--- config.mk ---
export PLATFORM = sky130hd
export DESIGN_NAME = pipe_sequencer
export DESIGN_NICKNAME = d
export VERILOG_FILES = /design/src/rtl/pipe_sequencer.sv
export SDC_FILE = /design/constraint.sdc
export NUM_CORES = 1
export LEC_CHECK = 0
export ABC_AREA = 0
export CAP_MARGIN = 20
export CORE_ASPECT_RATIO = 1.2
export CORE_MARGIN = 2
export CORE_UTILIZATION = 40
export DETAILED_ROUTE_END_ITERATION = 7
export GPL_TIMING_DRIVEN = 0
export PLACE_DENSITY = 0.78
export SYNTH_ARGS = -nofsm -noshare
export SYNTH_HDL_FRONTEND = slang
export SYNTH_SLANG_ARGS = --single-unit
export TNS_END_PERCENT = 20
--- constraint.sdc ---
create_clock -name clk -period 3.9 [get_ports clk]
set_input_delay 0.78 -clock clk [delete_from_list [all_inputs] [get_ports clk]]
set_output_delay 0.78 -clock clk [all_outputs]
set_load 0.03 [all_outputs]
--- src/rtl/pipe_sequencer.sv ---
// pipe_sequencer: fetch PC, stage valids, flush/stall/memwait sequencing for a 3-stage core.
// Optional perf counters (flush_count, stall_count) built when PIPE_SEQ_PERF_EN is defined.
module pipe_sequencer #(
  parameter logic [31:0] RESET_PC     = 32'h0000_2000,
  parameter int unsigned STALL_CYCLES = 1
) (
  input  logic        clk,
  input  logic        rst_n,
  input  logic        flush_pip1,
  input  logic        flush_pip2,
  input  logic [31:0] redirect_pc,
  input  logic        load_stall,
  input  logic        imem_valid,
  output logic        imem_req,
  output logic [31:0] pc_if,
  output logic [31:0] pc_ex,
  output logic        valid_ex,
  output logic        valid_wb,
  output logic        stall,
  output logic [15:0] flush_count,
  output logic [15:0] stall_count
);
  typedef enum logic [2:0] {BOOT, RUN, STALL, REDIRECT, MEMWAIT} state_t;
  state_t     state;
  logic [3:0] cnt;
  logic       flush_take;
  assign flush_take = (flush_pip1 | flush_pip2) && state != BOOT;
  assign imem_req   = state == RUN || state == REDIRECT || state == MEMWAIT;
  assign stall      = state == STALL;
  always_ff @(posedge clk or negedge rst_n)
    if (!rst_n) begin
      state    <= BOOT;
      pc_if    <= RESET_PC;
      pc_ex    <= '0;
      valid_ex <= 1'b0;
      valid_wb <= 1'b0;
      cnt      <= '0;
    end else if (flush_take) begin
      state    <= REDIRECT;
      pc_if    <= redirect_pc & ~32'd3;
      valid_ex <= valid_ex & ~flush_pip1;
      valid_wb <= valid_ex & ~flush_pip2;
    end else begin
      case (state)
        BOOT: state <= RUN;
        STALL: begin
          valid_wb <= 1'b0;
          cnt      <= cnt - 4'd1;
          if (cnt <= 4'd1) state <= RUN;
        end
        REDIRECT: begin
          valid_ex <= 1'b0;
          valid_wb <= valid_ex;
          state    <= RUN;
        end
        default: begin
          // load_stall only counts from RUN; MEMWAIT ignores it
          if (state == RUN && load_stall) begin
            state    <= STALL;
            cnt      <= STALL_CYCLES[3:0];
            valid_wb <= 1'b0;
          end else if (imem_valid) begin
            pc_ex    <= pc_if;
            valid_ex <= 1'b1;
            valid_wb <= valid_ex;
            pc_if    <= pc_if + 32'd4;
            state    <= RUN;
          end else begin
            valid_ex <= 1'b0;
            valid_wb <= valid_ex;
            state    <= MEMWAIT;
          end
        end
      endcase
    end
`ifdef PIPE_SEQ_PERF_EN
  always_ff @(posedge clk or negedge rst_n)
    if (!rst_n) begin
      flush_count <= '0;
      stall_count <= '0;
    end else begin
      if (flush_take && flush_count != 16'hFFFF) flush_count <= flush_count + 16'd1;
      if (state == STALL && stall_count != 16'hFFFF) stall_count <= stall_count + 16'd1;
    end
`else
  assign flush_count = '0;
  assign stall_count = '0;
`endif
endmodule

==> metrics.md, run 1 <==
| Metric | Value |
|---|---|
| Status | finished, final reports clean |
| Die Width | around 93 um |
| Die H | 111 um |
| Cells after DPL | about 640 |
| Cell Area, Placed | 5110 um2 |
| Clock Tree Root | clkbuf_16 |
| Die Footprint | 10400 um2 |
| EDFF count, synth | 0 |
| Vias | 3391 |
| Fin cells | 652 |
| Drt pass-1 iters | 8 |
| H-tree depth | 3 |
| Share of the yosys chip area belonging to registers | 0.450 |
| Fin crit share | 0.760 |
| Worst-Margin Slew | 0.880 ns |
| Gr usage total | 0.196 |
| Most area-consuming cells after synthesis | dfrtp_1, mux2_2, buf_4, or4_1, nand2_1 |
| Post-synth top area share | 0.443 |
| Post-synthesis cell count | 379 |
| Syn Area/Cell | 10.1 um2 |
| Async SR Flop Fraction | 1.00 |
| First-pass GRT wire length | 16100 um |
| Largest net degree at the start of global routing | 70 |
| Tmin final | 2.96 ns |
| Clock sink total | 69 |
| Max IR drop VDD | 277 uV |
| Io pins | 138 |
| Layout area overhead | 41.0% |
| Pre-CTS WS | 0.767 ns |
| Initial cell density of the core | 0.408 |
| DRT antenna net count | 0 |
| DP Wirelength | 7330 um |
| Worst Skew | ~0.0062 ns |
| Worst min path class | register to register |
| DRT iter0 DRCs | approximately 230 |
| Power per cell area | 484 nW/um2 |
| Final WL | 10100 um |
| DR vias/cell | ~5.2 |
| Vias in the first global route | around 3200 |
| Longest Clk Path Bufs | 2 |
| Synthesized area | around 3800 um2 |
| Yosys top cell by area | dfrtp_1 |
| CP required | ~3.1 ns |
| Worst Path Max Fanout | 10 |
| Remaining DRCs | 0 |
| Slew Limit Fails | 0 |
| TritonCTS buffer count | 9 |
| CTS tree | done |
| PnR worst setup slack | 0.936 ns |
| RSZ-0062 raised after global routing | no |
| WL/cell | between 15 and 20 um |
| Fmax | 0.337 GHz |
| Most used DFF post-synth | dfrtp_1 |
| Port Buffer Count | 99 |
| Grt ovf | 0 |
| Initial antenna violation count | 0 |
| Crit path DAT | between 2 and 2.5 ns |
| Final number of setup-violating endpoints | 0 |
| Layout cells sized above 1 | 0.202 |
| Post-cts sizing count | 0 |
| Final Cell Area | 5410 um2 |
| Slew margin rel. | 0.413 |
| Site Rows | 39 |
| Hold Buf Count CTS | 0 |
| Final number of hold-violating endpoints | 0 |
| Flops & latches, synth | 69 |
| Critical Path Start Type | register |
| Placer congestion estimate | 0.862 |
| Ys Warns | 0 |
| Crit Path Class | register to output port |
| Post-layout net count | between 500 and 600 |
| Post-CTS setup buffer count | 0 |
| # Max-Cap Violations | 0 |
| Core area | 9420 um2 |
| Clock transition at path regs | 0.05 ns |
| Leakage power figure | 0.00230 uW |
| Distinct cells, synth | 50 |
| Final core occ | 0.575 |
| Antenna diodes | 0 |
| Worst setup EP type | output port |
| Worst-Skew Late Latency | approximately 0.33 ns |
==> flip-flops by register name, indices dropped and copies added, names as in the netlist <==
signal,count
pc_ex,30
pc_if,30
cnt,4
state,3
valid_ex,1
valid_wb,1
==> final cells by class <==
class	instances	area (um2)
Timing Repair Buffer	99	988
Fill cell	842	4000
Clock buffer	10	239
Sequential cell	69	1730
Buffer	61	395
Tap cell	123	154
Inverter	2	7.51
Multi-Input combinational cell	282	1840
Clock inverter	6	62.6
==> where the power goes <==
group / internal (uW) / leakage [uW] / switching, uW / total, uW
sequential: 849 / 0.000841 / 107 / 955
clock: 510 / 0.000140 / 312 / 822
combinational: 376 / 0.00132 / 468 / 844
==> cells in the mapped netlist (8+ instances only) <==
cell type / count
a31oi_1: 15
buf_2: 12
buf_4: 40
dfrtp_1: 68
mux2_2: 30
nand2_1: 27
nand3_1: 12
nor2_1: 23
o211ai_1: 8
o21ai_0: 16
o31ai_1: 12
or4_1: 17
xor2_1: 9
==> metal layers <==
| layer | vias to the layer above | share of wire | routed length [um] | track usage |
|---|---|---|---|---|
| met5 | - | 0 | 0 | 0 |
| met4 | 0 | 0.020 | 203 | 0.0676 |
| met3 | 17 | 0.062 | 623 | 0.0483 |
| met2 | 143 | 0.51 | 5180 | 0.331 |
| met1 | 1607 | 0.41 | 4120 | 0.244 |
| li1 | 1624 | - | - | - |
==> cell usage in the layout (no fill, tap or decap), drive strengths merged, types with 17 or more instances in the layout <==
| cell type | n |
|---|---|
| clkbuf | 17 |
| buf | 55 |
| conb | 36 |
| mux2 | 30 |
| o21ai | 18 |
| nand2 | 27 |
| clkdlybuf4s50 | 98 |
| nor2 | 23 |
| dfrtp | 68 |
| or4 | 17 |
==> worst paths after layout <==
check                                startpoint               endpoint  slack [ns]  cells after the start
max                        state[2]$_DFFE_PN0P_               imem_req        0.94                      4
min                        valid_wb$_DFFE_PN0P_   valid_wb$_DFFE_PN0P_        0.48                      2
max reg2reg                pc_if[2]$_DFFE_PN0P_  pc_if[24]$_DFFE_PN0P_        1.60                      6
min reg2reg                valid_wb$_DFFE_PN0P_   valid_wb$_DFFE_PN0P_        0.48                      2
max in group asynchronous                 rst_n  pc_ex[29]$_DFFE_PN0P_        2.75                      1
min in group asynchronous                 rst_n  pc_if[24]$_DFFE_PN0P_        0.57                      1
==> stage by stage <==
| stage | setup TNS (ns) | power [uW] | hold WS, ns |
|---|---|---|---|
| after global placement | -22.66 | 1800 | 0.476 |
| after detailed placement | 0 | 1820 | 0.474 |
| final | 0 | 2620 | 0.482 |
| after global routing | 0 | 2740 | 0.513 |
| after CTS | 0 | 2640 | 0.486 |
| after floorplan | 0 | 1460 | 0.473 |
==> kinds of logic after synthesis <==
family,Yosys count,share of synthesized area
AND/OR/NAND/NOR,125,0.184
AO/OA/AOI/OAI,76,0.134
flip-flops,69,0.450
buffers and inverters,63,0.105
multiplexers,32,0.0932
XOR/XNOR,10,0.0228
adder cells (fa/ha/maj),3,0.00978
other,1,0.000977
==> critical path, cell delays in order (launching register included) <==
cell	delay, ns
dfrtp_1	0.37
buf_2	0.22
buf_1	0.40
a21o_1	0.20
clkdlybuf4s50_1	0.67
Note: power is estimated with default switching activity, not from simulation.
==> inputs of run 2 (changes only) <==
==> constraint.sdc (replaced) <==
create_clock -name clk -period 3.08 [get_ports clk]
set_input_delay 0.616 -clock clk [delete_from_list [all_inputs] [get_ports clk]]
set_output_delay 0.616 -clock clk [all_outputs]
set_load 0.03 [all_outputs]
==> results of run 2 <==
Same layout as run 1 (identical final DEF). Status: finished, final reports clean.
Among the figures that moved: setup slack after placement 0.767 ns -> 0.111 ns; clock-pin slew on the worst setup and hold paths 0.05 ns -> 0.06 ns; setup slack after layout 0.936 ns -> 0.280 ns; hold slack 0.482 ns -> 0.404 ns; register-to-register setup slack 1.60 ns -> 0.78 ns; total power 2620 uW -> 3320 uW; worst IR drop on VDD 277 uV -> 351 uV
==> inputs of run 3 (changes only) <==
--- a/config.mk
+++ b/config.mk
@@ -10,9 +10,11 @@
 export CORE_ASPECT_RATIO = 1.2
 export CORE_MARGIN = 2
 export CORE_UTILIZATION = 40
+export CTS_CLUSTER_DIAMETER = 150
 export DETAILED_ROUTE_END_ITERATION = 7
 export GPL_TIMING_DRIVEN = 0
 export PLACE_DENSITY = 0.78
+export REMOVE_ABC_BUFFERS = 1
 export SYNTH_ARGS = -nofsm -noshare
 export SYNTH_HDL_FRONTEND = slang
 export SYNTH_SLANG_ARGS = --single-unit
==> metrics.md, run 3 (synthesis gave the netlist of run 1 again) <==
| Metric | Value |
|---|---|
| Fmax | 0.351 GHz |
| PnR worst setup slack | 0.228 ns |
| DP Wirelength | 6110 um |
| Max IR drop VDD | ~310 uV |
| Clock Tree Root | clkbuf_16 |
| Pre-CTS WS | -0.0924 ns |
| Post-cts sizing count | 0 |
| Int Power | around 2200 uW |
| Crit Path Class | input port to register |
| Site Rows | 39 |
| Worst Skew | around 0.0047 ns |
| Crit path capture | pc_ex[17]$_DFFE_PN0P_ |
| Vias in the first global route | 2985 |
| Final WL | 8870 um |
| Slew margin rel. | 0.421 |
| Worst setup path startpoint | load_stall |
| Final number of setup-violating endpoints | 0 |
| Drt pass-1 iters | 4 |
| Vias | about 3100 |
| CP required | approximately 3.3 ns |
| Post-layout net count | 508 |
| Sw frac | 0.333 |
| TritonCTS buffer count | 9 |
| Final Cell Area | 5080 um2 |
| Worst Path Max Fanout | 30 |
| Clock sink total | 69 |
| Worst path slowest cell | nand2b_2 |
| Leakage power figure | about 0.0021 uW |
| Die Footprint | 10400 um2 |
| Io pins | 138 |
| Grt ovf | 0 |
| H-tree depth | 3 |
| Longest Clk Path Bufs | 2 |
| Critical path's largest stage delay | 0.64 ns |
| First-pass GRT wire length | 14400 um |
| RSZ-0062 raised after global routing | no |
| Worst-Skew Late Latency | approximately 0.33 ns |
| Worst reg2reg setup slack | between 0.3 and 0.4 ns |
| Initial antenna violation count | 0 |
| Die Width | between 90 and 100 um |
| Cell chain of the critical path | clkdlybuf4s50_1 > nor3b_2 > o21ai_1 > nand2b_2 > mux2_2 |
| Remaining DRCs | 0 |
| Worst setup EP type | register |
| DRT iter0 DRCs | 138 |
| Reg2Reg Depth | 3 |
| Initial cell density of the core | 0.408 |
| Fin crit share | 0.926 |
| Cell Area, Placed | about 4800 um2 |
| Post-CTS setup buffer count | 0 |
| Setup TNS | 0 ns |
| Die H | 111 um |
| Layout cells sized above 1 | 0.123 |
| DRT antenna net count | 0 |
| Worst min path class | input port to async pin |
| Critical Path Start Type | input port |
| Slew Limit Fails | 0 |
| Power share of the sequential group | 0.373 |
| Power per cell area | 639 nW/um2 |
| Final number of hold-violating endpoints | 0 |
| Largest net degree at the start of global routing | 70 |
| Switching Power | 1080 uW |
| Reg2reg end | pc_ex[17]$_DFFE_PN0P_ |
| Commonest cells after routing, fill and taps aside | clkdlybuf4s50_1, dfrtp_1, conb_1 |
| DR vias/cell | 5.29 |
| Worst r2r src | state[2]$_DFFE_PN0P_ |
| WL/cell | 14.9 um |
| Status | finished, final reports clean |
| Biggest regs | pc_ex x30, pc_if x30, cnt x4 |
| Port Buffer Count | between 90 and 100 |
| Worst-Margin Slew | 0.868 ns |
| CTS tree | done |
| # Max-Cap Violations | 0 |
| Tmin final | about 2.9 ns |
| Crit path DAT | 3.06 ns |
| Total power | 3240 uW |
| Part of the power in the clock network | 0.314 |
| Gr usage total | 0.174 |
| Layout area overhead | 32.3% |
| Min Hold Slack | 0.405 ns |
| Most common cell after layout, fill and taps aside | clkdlybuf4s50_1 |
| Hold Buf Count CTS | 0 |
| Comb power frac | 0.313 |
| Antenna diodes | 0 |
| Placer congestion estimate | 0.818 |
| Core area | 9420 um2 |
| Clock transition at path regs | 0.05 ns |
==> run 3: cell count changes in the layout (fill, tap and decap cells not counted), moves of 2 or more <==
cell,previous run,this run
buf_6,0,2
buf_1,2,0
clkbuf_1,6,2
buf_4,41,2
buf_2,12,0
clkinvlp_4,3,1
==> run 3: final cells by class <==
type | instances | area [um2]
Clock buffer | 12 | 246
Clock inverter | 4 | 47.5
Fill cell | 831 | 4340
Inverter | 2 | 7.51
Multi-Input combinational cell | 282 | 1860
Sequential cell | 69 | 1730
Tap cell | 123 | 154
Timing Repair Buffer | 103 | 1030
==> run 3: worst min-delay path by stage <==
stage / start / endpoint / slack [ns] / cells after the start
2_1_floorplan: rst_n / cnt[0]$_DFFE_PN0P_ / 0.32 / 0
3_3_place_gp: valid_wb$_DFFE_PN0P_ / valid_wb$_DFFE_PN0P_ / 0.48 / 2
3_5_place_dp: pc_ex[14]$_DFFE_PN0P_ / pc_ex[14]$_DFFE_PN0P_ / 0.49 / 1
4_1_cts: rst_n / pc_ex[17]$_DFFE_PN0P_ / 0.44 / 1
5_1_grt: rst_n / pc_ex[17]$_DFFE_PN0P_ / 0.49 / 1
6_report: rst_n / pc_ex[17]$_DFFE_PN0P_ / 0.41 / 1
==> run 3: through the flow <==
stage / utilization / std cells
global placement: 0.501 / 575
floorplan: - / 353
detailed placement: 0.507 / 578
finish: 0.539 / 595
CTS: 0.538 / 594
global route: 0.539 / 595
==> run 3: power by group through the flow <==
stage | combinational [uW] | sequential, uW | clock [uW]
floorplan | 299 | 1500 | 0
detailed placement | 1020 | 1220 | 0
CTS | 1020 | 1210 | 1040
finish | 1020 | 1210 | 1020
global route | 1080 | 1240 | 1090
global placement | 999 | 1210 | 0
==> run 3: routing by layer <==
metal | vias to the layer above | track usage | share of wire
met1 | 1516 | 0.219 | 0.42
met2 | 119 | 0.285 | 0.50
met3 | 16 | 0.0313 | 0.058
met5 | - | 0 | 0
li1 | 1496 | - | -
met4 | 0 | 0.0873 | 0.024
==> run 3: critical path: cells and delay by family <==
kind,cells,cell delay [ns]
AND/OR/NAND/NOR,2,1.25
buffers and inverters,1,0.49
multiplexers,1,0.48
AO/OA/AOI/OAI,1,0.22
==> RTL edit (flow settings as in run 2) <==
The 5 states of `state_t` get a Gray code encoding in 3 bits.
--- a/src/rtl/pipe_sequencer.sv
+++ b/src/rtl/pipe_sequencer.sv
@@ -20,7 +20,7 @@
   output logic [15:0] flush_count,
   output logic [15:0] stall_count
 );
-  typedef enum logic [2:0] {BOOT, RUN, STALL, REDIRECT, MEMWAIT} state_t;
+  typedef enum logic [2:0] {BOOT = 3'b000, RUN = 3'b001, STALL = 3'b011, REDIRECT = 3'b010, MEMWAIT = 3'b110} state_t;
   state_t     state;
   logic [3:0] cnt;
   logic       flush_take;
Formal check against the unedited RTL: same outputs for any inputs over 4 cycles, from zero or initial values and one cycle with rst_n low; so few cycles prove little.
==> RTL edit against run 2 <==
  * Clock skew grew 0.0026 ns
  * Setup slack gained 0.022 ns
  * Design area shrank 6.1%
  * Synthesized area shrank 5.6%
  * Count of clock-buffer cells in the layout shrank 1
  * Utilization shrank 0.60 points
  * Wire length shrank 5.9%
  * Highest routed layer unchanged
  * Synthesized cell count shrank 4.7%
  * Critical path type unchanged
  * Sequential cell count is the same
Power is not compared: it rests on default switching activity, and its combinational part moved more than twofold at a synthesized area within 25%.
==> RTL edit: results <==
group,metric,value,unit
routing,num_vias,3254,
final_layout,fillers,823,
worst_setup_path,cp_slowest_stage_delay,0.70,ns
global_route,grt_use_met3,3.76,%
synth,synth.avg_cell_area,10.0,sq um
clocking,cts_root_buffer,"clkbuf_8",
power,cellInternalPower,2.64,mW
place,dpl_cell_area,4890,sq um
routing,firstDrtPassIters,4,
global_route,met2_usage,34.3,%
timing,skew,0.00880,ns
synth,ys_types,35,
synth,ys_seq_area_share,47.7,%
routing,drt_iter0_drc,129,
global_route,grtUsageTotal,19.5,%
place,hpwl,6870,microns
synth,synth_area_leaders,"dfrtp_1, mux2_2, buf_4",
synth,synth_common_cells,"dfrtp_1, buf_4, nor2_1",
global_route,met1_usage,23.4,%
place,place_congestion,0.768,
global_route,grt_pass1_vias,3057,
final_layout,final_nets,547,
clocking,path_clk_slew,0.08,ns
routing,drt_wl_total,9530,microns
run_status,status,"completed",
final_layout,fin_cells,631,
place,dp_cells,615,
worst_setup_path,r2r_start,"pc_if[4]",
final_layout,drive_gt1_share,16.6,%
clocking,worstSkewPairLatency,0.35,ns
global_route,grt_first_pass_wirelength,15100,microns
==> RTL edit: power groups by stage <==
stage	logic [mW]	registers, mW	clock network, mW
2_1_floorplan	0.761	2.24	0
3_3_place_gp	2.32	1.63	0
3_5_place_dp	2.37	1.66	0
4_1_cts	2.38	1.64	0.739
5_1_grt	2.50	1.71	0.788
6_report	2.36	1.65	0.732
==> RTL edit: area by class of cell <==
cell class                 instances  area (sq um)  area share (%)
timing repair buffer              99           988            19.4
buffer                            54           340            6.69
multi-input combinational        267          1670            32.8
clock buffer                       9           124            2.44
inverter                           6          22.5           0.443
tap                              120           150            2.95
clock inverter                     7          66.3            1.30
sequential                        69          1730            34.0
==> RTL edit: critical path: cells and delay by family (launching register included) <==
family	cells	cell delay, ns
buffers and inverters	3	1.12
DFF	1	0.36
and+or+nand+nor	1	0.20
muxes	1	0.15
==> RTL edit: logic make-up (layout without fill, tap and decap cells) <==
group / Yosys count / count (layout) / share of synthesized area, %
buffers and inverters: 60 / 175 / 10.0
and+or+nand+nor: 120 / 120 / 17.8
other: 1 / 36 / 0.103
DFF: 69 / 69 / 47.7
adders and majority gates: 3 / 3 / 1.04
AOI/OAI and AO/OA: 71 / 71 / 12.4
xor gates and xnor gates: 7 / 7 / 1.69
muxes: 30 / 30 / 9.25
==> RTL edit: final timing paths <==
path / endpoint / slack, ns / cells past startpoint
max in group asynchronous: pc_ex[23] / 2.12 / 1
min reg2reg: pc_ex[23] / 0.49 / 2
min in group clk: pc_ex[23] / 0.49 / 2
max: imem_req / 0.30 / 5
min: pc_ex[13] / 0.39 / 1
max reg2reg: pc_if[21] / 0.72 / 7
==> RTL edit: per-layer routing <==
layer  part of all wire (%)  vias up
li1                       -     1544
met1                     42     1590
met2                     52      106
met3                    4.6       14
met4                    1.8        0
met5                      0        -
